### src/rtl/memory_accesser.sv
// Memory-access stage: runs loads/stores on a req/ack port and emits one writeback record per
// instruction. Define MEMORY_ACCESSER_MISALIGN_TRAP_EN to trap misaligned half/word accesses.
module memory_accesser #(
    parameter int unsigned Timeout = 16
) (
    input  logic        clk_i,
    input  logic        rst_ni,
    input  logic        in_valid_i,
    output logic        in_ready_o,
    input  logic        is_load_i,
    input  logic        is_store_i,
    input  logic [2:0]  funct3_i,
    input  logic [4:0]  rd_i,
    input  logic [31:0] exec_result_i,
    input  logic [31:0] rs2_val_i,
    output logic        mem_req_o,
    output logic        mem_we_o,
    output logic [31:0] mem_addr_o,
    output logic [3:0]  mem_wstrb_o,
    output logic [31:0] mem_wdata_o,
    input  logic        mem_ack_i,
    input  logic [31:0] mem_rdata_i,
    output logic        wb_valid_o,
    output logic        wb_we_o,
    output logic [4:0]  wb_rd_o,
    output logic [31:0] wb_data_o,
    output logic        mem_err_o,
    output logic        misalign_o
);

    localparam int unsigned CntW = (Timeout > 2) ? $clog2(Timeout) : 1;
    localparam logic [CntW-1:0] CntMax = CntW'(Timeout - 1);

    typedef enum logic [1:0] {StIdle, StMem, StResp} state_e;

    state_e          state_q, state_d;
    logic [CntW-1:0] cnt_q, cnt_d;
    logic            ready_q;
    logic            mem_we_q, mem_we_d;
    logic [31:0]     mem_addr_q, mem_addr_d;
    logic [3:0]      mem_wstrb_q, mem_wstrb_d;
    logic [31:0]     mem_wdata_q, mem_wdata_d;
    logic [2:0]      ld_f3_q, ld_f3_d;
    logic [1:0]      ld_off_q, ld_off_d;
    logic            wb_we_q, wb_we_d;
    logic [4:0]      wb_rd_q, wb_rd_d;
    logic [31:0]     wb_data_q, wb_data_d;
    logic            mem_err_q, mem_err_d;
    logic            misalign_q, misalign_d;

    logic [1:0]  off;
    logic [3:0]  lane_strb;
    logic [31:0] lane_wdata;
    logic [31:0] ld_data;
    logic [7:0]  ld_byte;
    logic [15:0] ld_half;
    logic        trap;
    logic        accept;

    assign off    = exec_result_i[1:0];
    assign accept = in_valid_i & in_ready_o;

`ifdef MEMORY_ACCESSER_MISALIGN_TRAP_EN
    assign trap = (is_load_i | is_store_i) &
                  (((funct3_i[1:0] == 2'b01) & off[0]) | (funct3_i[1] & (off != 2'b00)));
`else
    assign trap = 1'b0;
`endif

    always_comb begin
        lane_strb  = 4'b1111;
        lane_wdata = rs2_val_i;
        case (funct3_i[1:0])
            2'b00: begin
                lane_strb  = 4'b0001 << off;
                lane_wdata = {4{rs2_val_i[7:0]}};
            end
            2'b01: begin
                lane_strb  = 4'b0011 << {off[1], 1'b0};
                lane_wdata = {2{rs2_val_i[15:0]}};
            end
            default: ;
        endcase
    end

    // Load formatting uses the size/offset latched at accept time.
    always_comb begin
        ld_byte = mem_rdata_i[{ld_off_q, 3'b000} +: 8];
        ld_half = ld_off_q[1] ? mem_rdata_i[31:16] : mem_rdata_i[15:0];
        case (ld_f3_q[1:0])
            2'b00:   ld_data = {{24{~ld_f3_q[2] & ld_byte[7]}}, ld_byte};
            2'b01:   ld_data = {{16{~ld_f3_q[2] & ld_half[15]}}, ld_half};
            default: ld_data = mem_rdata_i;
        endcase
    end

    always_comb begin
        state_d     = state_q;
        cnt_d       = cnt_q;
        mem_we_d    = mem_we_q;
        mem_addr_d  = mem_addr_q;
        mem_wstrb_d = mem_wstrb_q;
        mem_wdata_d = mem_wdata_q;
        ld_f3_d     = ld_f3_q;
        ld_off_d    = ld_off_q;
        wb_we_d     = wb_we_q;
        wb_rd_d     = wb_rd_q;
        wb_data_d   = wb_data_q;
        mem_err_d   = 1'b0;
        misalign_d  = 1'b0;
        case (state_q)
            StIdle: begin
                if (accept) begin
                    wb_rd_d = rd_i;
                    cnt_d   = '0;
                    if (trap) begin
                        state_d    = StResp;
                        wb_we_d    = 1'b0;
                        wb_data_d  = exec_result_i;
                        misalign_d = 1'b1;
                    end else if (is_load_i || is_store_i) begin
                        state_d     = StMem;
                        mem_we_d    = is_store_i;
                        mem_addr_d  = {exec_result_i[31:2], 2'b00};
                        mem_wstrb_d = lane_strb;
                        mem_wdata_d = is_store_i ? lane_wdata : 32'h0;
                        ld_f3_d     = funct3_i;
                        ld_off_d    = off;
                    end else begin
                        state_d   = StResp;
                        wb_we_d   = (rd_i != 5'd0);
                        wb_data_d = exec_result_i;
                    end
                end
            end
            StMem: begin
                // An ACK arriving in the expiry cycle still completes the access.
                if (mem_ack_i) begin
                    state_d   = StResp;
                    wb_we_d   = ~mem_we_q & (wb_rd_q != 5'd0);
                    wb_data_d = mem_we_q ? 32'h0 : ld_data;
                end else if (Timeout != 0 && cnt_q == CntMax) begin
                    state_d   = StResp;
                    mem_err_d = 1'b1;
                    wb_we_d   = 1'b0;
                    wb_data_d = 32'h0;
                end else begin
                    cnt_d = cnt_q + CntW'(1);
                end
            end
            StResp:  state_d = StIdle;
            default: state_d = StIdle;
        endcase
    end

    always_ff @(posedge clk_i or negedge rst_ni) begin
        if (!rst_ni) begin
            state_q     <= StIdle;
            cnt_q       <= '0;
            ready_q     <= 1'b0;
            mem_we_q    <= 1'b0;
            mem_addr_q  <= 32'h0;
            mem_wstrb_q <= 4'h0;
            mem_wdata_q <= 32'h0;
            ld_f3_q     <= 3'h0;
            ld_off_q    <= 2'h0;
            wb_we_q     <= 1'b0;
            wb_rd_q     <= 5'h0;
            wb_data_q   <= 32'h0;
            mem_err_q   <= 1'b0;
            misalign_q  <= 1'b0;
        end else begin
            state_q     <= state_d;
            cnt_q       <= cnt_d;
            ready_q     <= 1'b1;
            mem_we_q    <= mem_we_d;
            mem_addr_q  <= mem_addr_d;
            mem_wstrb_q <= mem_wstrb_d;
            mem_wdata_q <= mem_wdata_d;
            ld_f3_q     <= ld_f3_d;
            ld_off_q    <= ld_off_d;
            wb_we_q     <= wb_we_d;
            wb_rd_q     <= wb_rd_d;
            wb_data_q   <= wb_data_d;
            mem_err_q   <= mem_err_d;
            misalign_q  <= misalign_d;
        end
    end

    // ready_q keeps IN_READY low through reset and until the first edge after release.
    assign in_ready_o  = ready_q & (state_q == StIdle);
    assign mem_req_o   = (state_q == StMem);
    assign mem_we_o    = mem_we_q;
    assign mem_addr_o  = mem_addr_q;
    assign mem_wstrb_o = mem_wstrb_q;
    assign mem_wdata_o = mem_wdata_q;
    assign wb_valid_o  = (state_q == StResp);
    assign wb_we_o     = wb_we_q & wb_valid_o;
    assign wb_rd_o     = wb_rd_q;
    assign wb_data_o   = wb_data_q;
    assign mem_err_o   = mem_err_q;
    assign misalign_o  = misalign_q;

endmodule

### config.mk
export PLATFORM = sky130hd
export DESIGN_NAME = memory_accesser
export DESIGN_NICKNAME = d
export VERILOG_FILES = /design/src/rtl/memory_accesser.sv
export SDC_FILE = /design/constraint.sdc
export NUM_CORES = 1
export LEC_CHECK = 0
export CAP_MARGIN = 10
export CORE_MARGIN = 2
export CORE_UTILIZATION = 45
export DETAILED_ROUTE_END_ITERATION = 8
export DONT_BUFFER_PORTS = 1
export GPL_TIMING_DRIVEN = 0
export PLACE_DENSITY_LB_ADDON = 0.2
export SLEW_MARGIN = 10
export SYNTH_ARGS = -nofsm -noshare
export SYNTH_HDL_FRONTEND = slang
export SYNTH_SLANG_ARGS = --single-unit
### constraint.sdc
create_clock -name clk_i -period 3.08 [get_ports clk_i]
set_clock_uncertainty 0.05 [all_clocks]
set_input_delay 0.616 -clock clk_i [delete_from_list [all_inputs] [get_ports clk_i]]
set_output_delay 0.616 -clock clk_i [all_outputs]
set_load 0.01 [all_outputs]
==> results_dict.tcl, run 1 <==
set metrics [dict create \
    startpoint "state_q[1]$_DFFE_PN0P_" \
    io_pins 222 \
    ys_seq_elements 118 \
    cts_tree "yes" \
    fp.dieW_um 115 \
    clock_latency_ns 0.41 \
    period_minus_slack_ns 2.38 \
    fin_crit_sh_pct 77.3 \
    die_area_mm2 0.0133 \
    setup-tns-final_ns 0 \
    yosysSeqAreaShare_pct 53.0 \
    slew_headroom_pct 42.3 \
    synth_warnings 0 \
    gp_congestion 0.891 \
    final_util_pct 53.0 \
    drt-total-wl_mm 16.5 \
    track_usage_pct 25.1 \
    grt.overflow.total 0 \
    dp_hpwl_mm 12.5 \
    holdWs_ns -0.141 \
    synthCells 541 \
    fillers 1089 \
    rsz0062_at_grt "false" \
    crit_arrival_ns 1.71 \
    path_clk_slew_ns 0.05 \
    endpoint_kind "output pin" \
    start_util_pct 46.2 \
    outcome "finished with violations" \
    grt_pass1_wl_mm 25.2 \
    syn_avg_cell_area_um2 10.3 \
    p_per_area_mw_per_mm2 860 \
    routedWlPerCell_um 22.2 \
    p_leak_uw 0.00284 \
    layout-drive-gt1-share_pct 12.0 \
    critical_path_class "flip-flop to output pin" \
    vdd_drop_max_uv 362 \
    start_kind "flip-flop" \
    maxSlewViolCount 0 \
    syn_area_mm2 0.00557 \
    antenna_cells 0 \
    violations "negative hold slack" \
    dr.first_iter.drc_count 334 \
    rows 40 \
    via_per_inst 5.94 \
    regArea_mm2 0.00295 \
    antenna_found_initial 0 \
    clockBufferDepth 2 \
    multi_input_area_mm2 0.00238 \
    drtPass1Iterations 5 \
    maxCapViolations 0 \
    cts_max_level 4 \
    route.detailed.drc 0 \
    area_delta_synth_final_pct 14.7 \
    grt_max_degree 119 \
    core_area_mm2 0.0121 \
    hold_violations 118 \
    place_inst 711 \
    synth_cell_types 43 \
    first_global_vias 4508 \
    die_h_um 115 \
    cts_root_buffer "clkbuf_16" \
    cts_setup_buffers 0 \
    setup_viol 0 \
    crit_fanout 10 \
    ant_nets 0 \
    fmax_mhz 420 \
    place.port_buffers 0 \
    hp-class "primary input to async pin" \
    worst_pin_slew_ns 0.862 \
    cts.sinks 118 \
    finalNonFillerCells 742 \
    critPathRequiredTime_ns 2.41 \
    cts_buffers 17 \
    rr_startpoint "cnt_q[0]$_DFFE_PN0P_" \
    fin_nets 673 \
    vias 4406 \
]
==> per-stage QoR <==
stage | total power [µW] | worst slack [ns] | area, µm²
CTS | 5540 | 0.659 | 6390
finish | 5490 | 0.700 | 6390
floorplan | 3210 | 1.08 | 5580
global route | 5790 | 0.597 | 6390
detailed placement | 3520 | 0.757 | 5790
global placement | 3470 | 0.820 | 5790
==> cells in the final DEF (no fill, tap or decap), drive strengths merged, types with 10 or more instances in the layout <==
master  instances
mux2i          26
nor3           10
mux2           38
o21ai          54
dfrtp         118
nand3          21
nand2          71
nor2           34
a21oi          35
clkbuf         33
a22o           16
a22oi          16
a31oi          17
buf            23
==> routing by layer <==
| layer | routed length, µm | share of wire (%) | global-route usage, % | vias to the layer above |
|---|---|---|---|---|
| met2 | 8100 | 49 | 40.7 | 210 |
| met3 | 1560 | 9.4 | 8.96 | 22 |
| met1 | 6520 | 40 | 31.6 | 2194 |
| met4 | 320 | 1.9 | 7.79 | 0 |
| met5 | 0 | 0 | 0 | - |
| li1 | - | - | - | 1980 |
==> Yosys cell counts, drive strengths merged <==
library cell,instances,share of area (%)
a21o,2,0.27
a21oi,35,3.1
a222oi,1,0.18
a22o,16,2.5
a22oi,16,2.2
a31oi,17,1.9
and2,3,0.34
and3,4,0.45
and4b,1,0.18
and4bb,1,0.22
buf,23,2.8
clkbuf,16,1.1
clkinv,1,0.067
conb,2,0.13
dfrtp,118,53
ha,1,0.22
inv,6,0.45
mux2,38,8.0
mux2i,26,4.7
nand2,71,4.8
nand2b,5,0.56
nand3,21,1.9
nand4,1,0.22
nor2,34,2.3
nor2b,3,0.34
nor3,10,0.90
nor3b,1,0.22
nor4,1,0.11
o21ai,54,4.9
o21ba,2,0.36
o221ai,7,1.1
o311ai,1,0.16
or3,1,0.11
or4,2,0.27
==> registers in the layout, summed over array words and instances (netlist names), 2 cells and up <==
register	flops
wb_data_o	32
mem_wstrb_o	4
state_q	2
mem_addr_o	30
ld_f3_q	3
wb_rd_o	5
ld_off_q	2
mem_wdata_o	32
cnt_q	4
==> final timing paths <==
kind                                                   end  cells past startpoint  slack, ns
min in group clk_i              mem_addr_o[21]$_DFFE_PN0P_                      1       0.29
worst min register to register      ld_f3_q[2]$_DFFE_PN0P_                      1       0.44
worst max-delay path                               wb_we_o                      3       0.70
worst min-delay path                   mem_err_o$_DFF_PN0_                      0      -0.14
worst max register to register    wb_data_o[1]$_DFFE_PN0P_                      9       0.84
max in group asynchronous         wb_data_o[0]$_DFFE_PN0P_                      0       2.86
==> cell families (layout without fill, tap and decap cells) <==
logic type | Yosys count | count (layout) | share of synthesized area [%]
other cells | 2 | 4 | 0.135
flops | 118 | 118 | 53.0
fa+ha+maj | 1 | 1 | 0.225
simple gates | 159 | 159 | 12.9
buf+inv | 46 | 77 | 4.38
mux | 64 | 64 | 12.6
compound gates | 151 | 151 | 16.7
==> power breakdown <==
part	switching, µW	leakage [µW]	internal, µW
Clock	732	0.000282	1270
Combinational	473	0.00111	404
Sequential	592	0.00145	2020
==> what timing repair did <==
action / in CTS / in global routing
gates resized for setup: 0 / 0
endpoints found under the hold margin: 118 / 118
endpoints found under the setup margin: 0 / 0
==> layout make-up <==
class / instances / share of cell area (%)
tap: 168 / 3.29
multi-input combinational: 379 / 37.2
sequential: 118 / 46.2
inverter: 7 / 0.450
clock inverter: 14 / 2.78
buffer: 39 / 3.37
clock buffer: 17 / 6.66
==> critical path, stage by stage (launching register included) <==
cell	delay, ns
dfrtp_1	0.38
clkbuf_1	0.37
nor2b_1	0.33
and2_1	0.23
Note: power is estimated with default switching activity, not from simulation.
==> inputs of run 2 (changes only) <==
==> constraint.sdc (replaced) <==
create_clock -name clk_i -period 2.2 [get_ports clk_i]
set_clock_uncertainty 0.05 [all_clocks]
set_input_delay 0.44 -clock clk_i [delete_from_list [all_inputs] [get_ports clk_i]]
set_output_delay 0.44 -clock clk_i [all_outputs]
set_load 0.01 [all_outputs]
==> results_dict.tcl, run 2 (same netlist as run 1, synthesis figures left out) <==
set metrics [dict create \
    outcome "finished with violations" \
    antenna_cells 0 \
    routedWlPerCell_um 22.2 \
    rsz0062_at_grt "false" \
    cts_root_buffer "clkbuf_16" \
    total_power_uw 7720 \
    final_util_pct 53.4 \
    cts.sinks 118 \
    rows 40 \
    core_area_mm2 0.0121 \
    seqPwrFrac_pct 47.4 \
    drt-total-wl_mm 16.5 \
    final_cell_mix "dfrtp_1 (117), nand2_1 (71), o21ai_0 (49)" \
    start_util_pct 46.2 \
    critical_path_class "flip-flop to output pin" \
    cts_buffers 17 \
    endpoint_kind "output pin" \
    layout_commonest_cell "dfrtp_1" \
    grt.overflow.total 0 \
    vias 4406 \
    slew_headroom_pct 42.3 \
    setup_viol 0 \
    startpoint "state_q[1]$_DFFE_PN0P_" \
    cts_max_level 4 \
    dp_slack_ns -0.00572 \
    drtPass1Iterations 5 \
    dr.first_iter.drc_count 349 \
    first_global_vias 4509 \
    period_minus_slack_ns 2.11 \
    track_usage_pct 25.1 \
    fmax_mhz 475 \
    via_per_inst 5.92 \
    ant_nets 0 \
    maxCapViolations 0 \
    clock_latency_ns 0.41 \
    cp-endpoint "wb_we_o" \
    r2r_slack_ns 0.16 \
    route.detailed.drc 0 \
    p_leak_uw 0.00286 \
    clockBufferDepth 2 \
    p_sw_share_pct 32.8 \
    place.port_buffers 0 \
    crit_arrival_ns 1.62 \
    fin_nets 675 \
    die_area_mm2 0.0133 \
    p_per_area_mw_per_mm2 1200 \
    pwr-share-clk_pct 36.5 \
    setup_slack_ns 0.0942 \
    start_kind "flip-flop" \
    rr_worst_depth 8 \
    power_switching_uw 2540 \
    fin_crit_sh_pct 95.7 \
    die_h_um 115 \
    violations "negative hold slack" \
    antenna_found_initial 0 \
    fillers 1078 \
    gp_congestion 0.891 \
    worst_pin_slew_ns 0.862 \
    dp_hpwl_mm 12.5 \
    cts_tree "yes" \
    io_pins 222 \
    intPower_uw 5190 \
    holdWs_ns -0.322 \
    fp.dieW_um 115 \
    area_delta_synth_final_pct 15.7 \
    hp-class "primary input to async pin" \
    critPathRequiredTime_ns 1.71 \
    path_clk_slew_ns 0.05 \
    vdd_drop_max_uv 510 \
    crit_fanout 10 \
    hold_violations 118 \
    maxSlewViolCount 0 \
    rr_startpoint "state_q[0]$_DFFE_PN0P_" \
    layout-drive-gt1-share_pct 13.5 \
    grt_max_degree 119 \
    grt_pass1_wl_mm 25.2 \
    combinationalPowerShare_pct 16.2 \
    rr_endpoint "mem_wstrb_o[1]$_DFFE_PN0P_" \
]
==> run 2: cell types whose count changed in the layout (fill, tap and decap cells not counted), moves of 2 or more <==
cell,delta
clkbuf_1,-3
o21ai_1,-2
buf_4,+3
o21ai_4,+2
clkbuf_2,+3
==> run 2: cell type report <==
| type | count | area [µm²] | share of cell area [%] |
|---|---|---|---|
| multi-input combinational | 379 | 2410 | 37.4 |
| inverter | 7 | 32.5 | 0.505 |
| clock inverter | 14 | 178 | 2.76 |
| buffer | 38 | 214 | 3.32 |
| clock buffer | 17 | 425 | 6.60 |
| sequential | 118 | 2950 | 45.8 |
| timing repair buffer | 3 | 22.5 | 0.349 |
| tap | 168 | 210 | 3.26 |
==> run 2: worst min-delay path by stage <==
| stage | from | endpoint | slack (ns) |
|---|---|---|---|
| final | rst_ni | mem_addr_o[9]$_DFFE_PN0P_ | -0.32 |
| after CTS | rst_ni | mem_addr_o[11]$_DFFE_PN0P_ | -0.34 |
| after detailed placement | rst_ni | mem_addr_o[9]$_DFFE_PN0P_ | 0.1 |
| after global routing | rst_ni | mem_err_o$_DFF_PN0_ | -0.34 |
| after floorplan | rst_ni | cnt_q[0]$_DFFE_PN0P_ | 0.09 |
| after global placement | rst_ni | cnt_q[0]$_DFFE_PN0P_ | 0.1 |
==> run 2: what timing repair did <==
item / 4_1_cts / 5_1_grt
setup buffers: 0 / 3
hold endpoints to repair: 118 / 118
pin swaps: 0 / 1
setup endpoints to repair: 9 / 54
gates resized for setup: 3 / 8
==> run 2: critical path: stages, from the launching register on <==
cell and delay [ns]:
dfrtp_1 0.42, clkbuf_2 0.26, nor2b_1 0.31, and2_1 0.23
==> run 2: layer usage <==
| layer | up-vias | part of all wire [%] | track usage [%] |
|---|---|---|---|
| met1 | 2180 | 40 | 31.6 |
| met3 | 24 | 9.0 | 8.96 |
| li1 | 1986 | - | - |
| met2 | 216 | 49 | 40.7 |
| met5 | - | 0 | 0 |
| met4 | 0 | 2.0 | 7.79 |
==> run 2: metrics by stage <==
step	TNS, ns	area (µm²)	instances	hold WS, ns
2_1_floorplan	0	5580	543	0.0944
3_3_place_gp	0	5790	711	0.0977
3_5_place_dp	-0.0102	5790	711	0.0974
4_1_cts	0	6400	742	-0.336
5_1_grt	0	6440	744	-0.342
6_report	0	6440	744	-0.322
==> run 2: power by group through the flow <==
stage	clock (µW)	sequential, µW	combinational [µW]
2_1_floorplan	0	3490	1000
3_3_place_gp	0	3680	1190
3_5_place_dp	0	3690	1240
4_1_cts	2850	3660	1240
5_1_grt	2960	3740	1420
6_report	2820	3660	1250
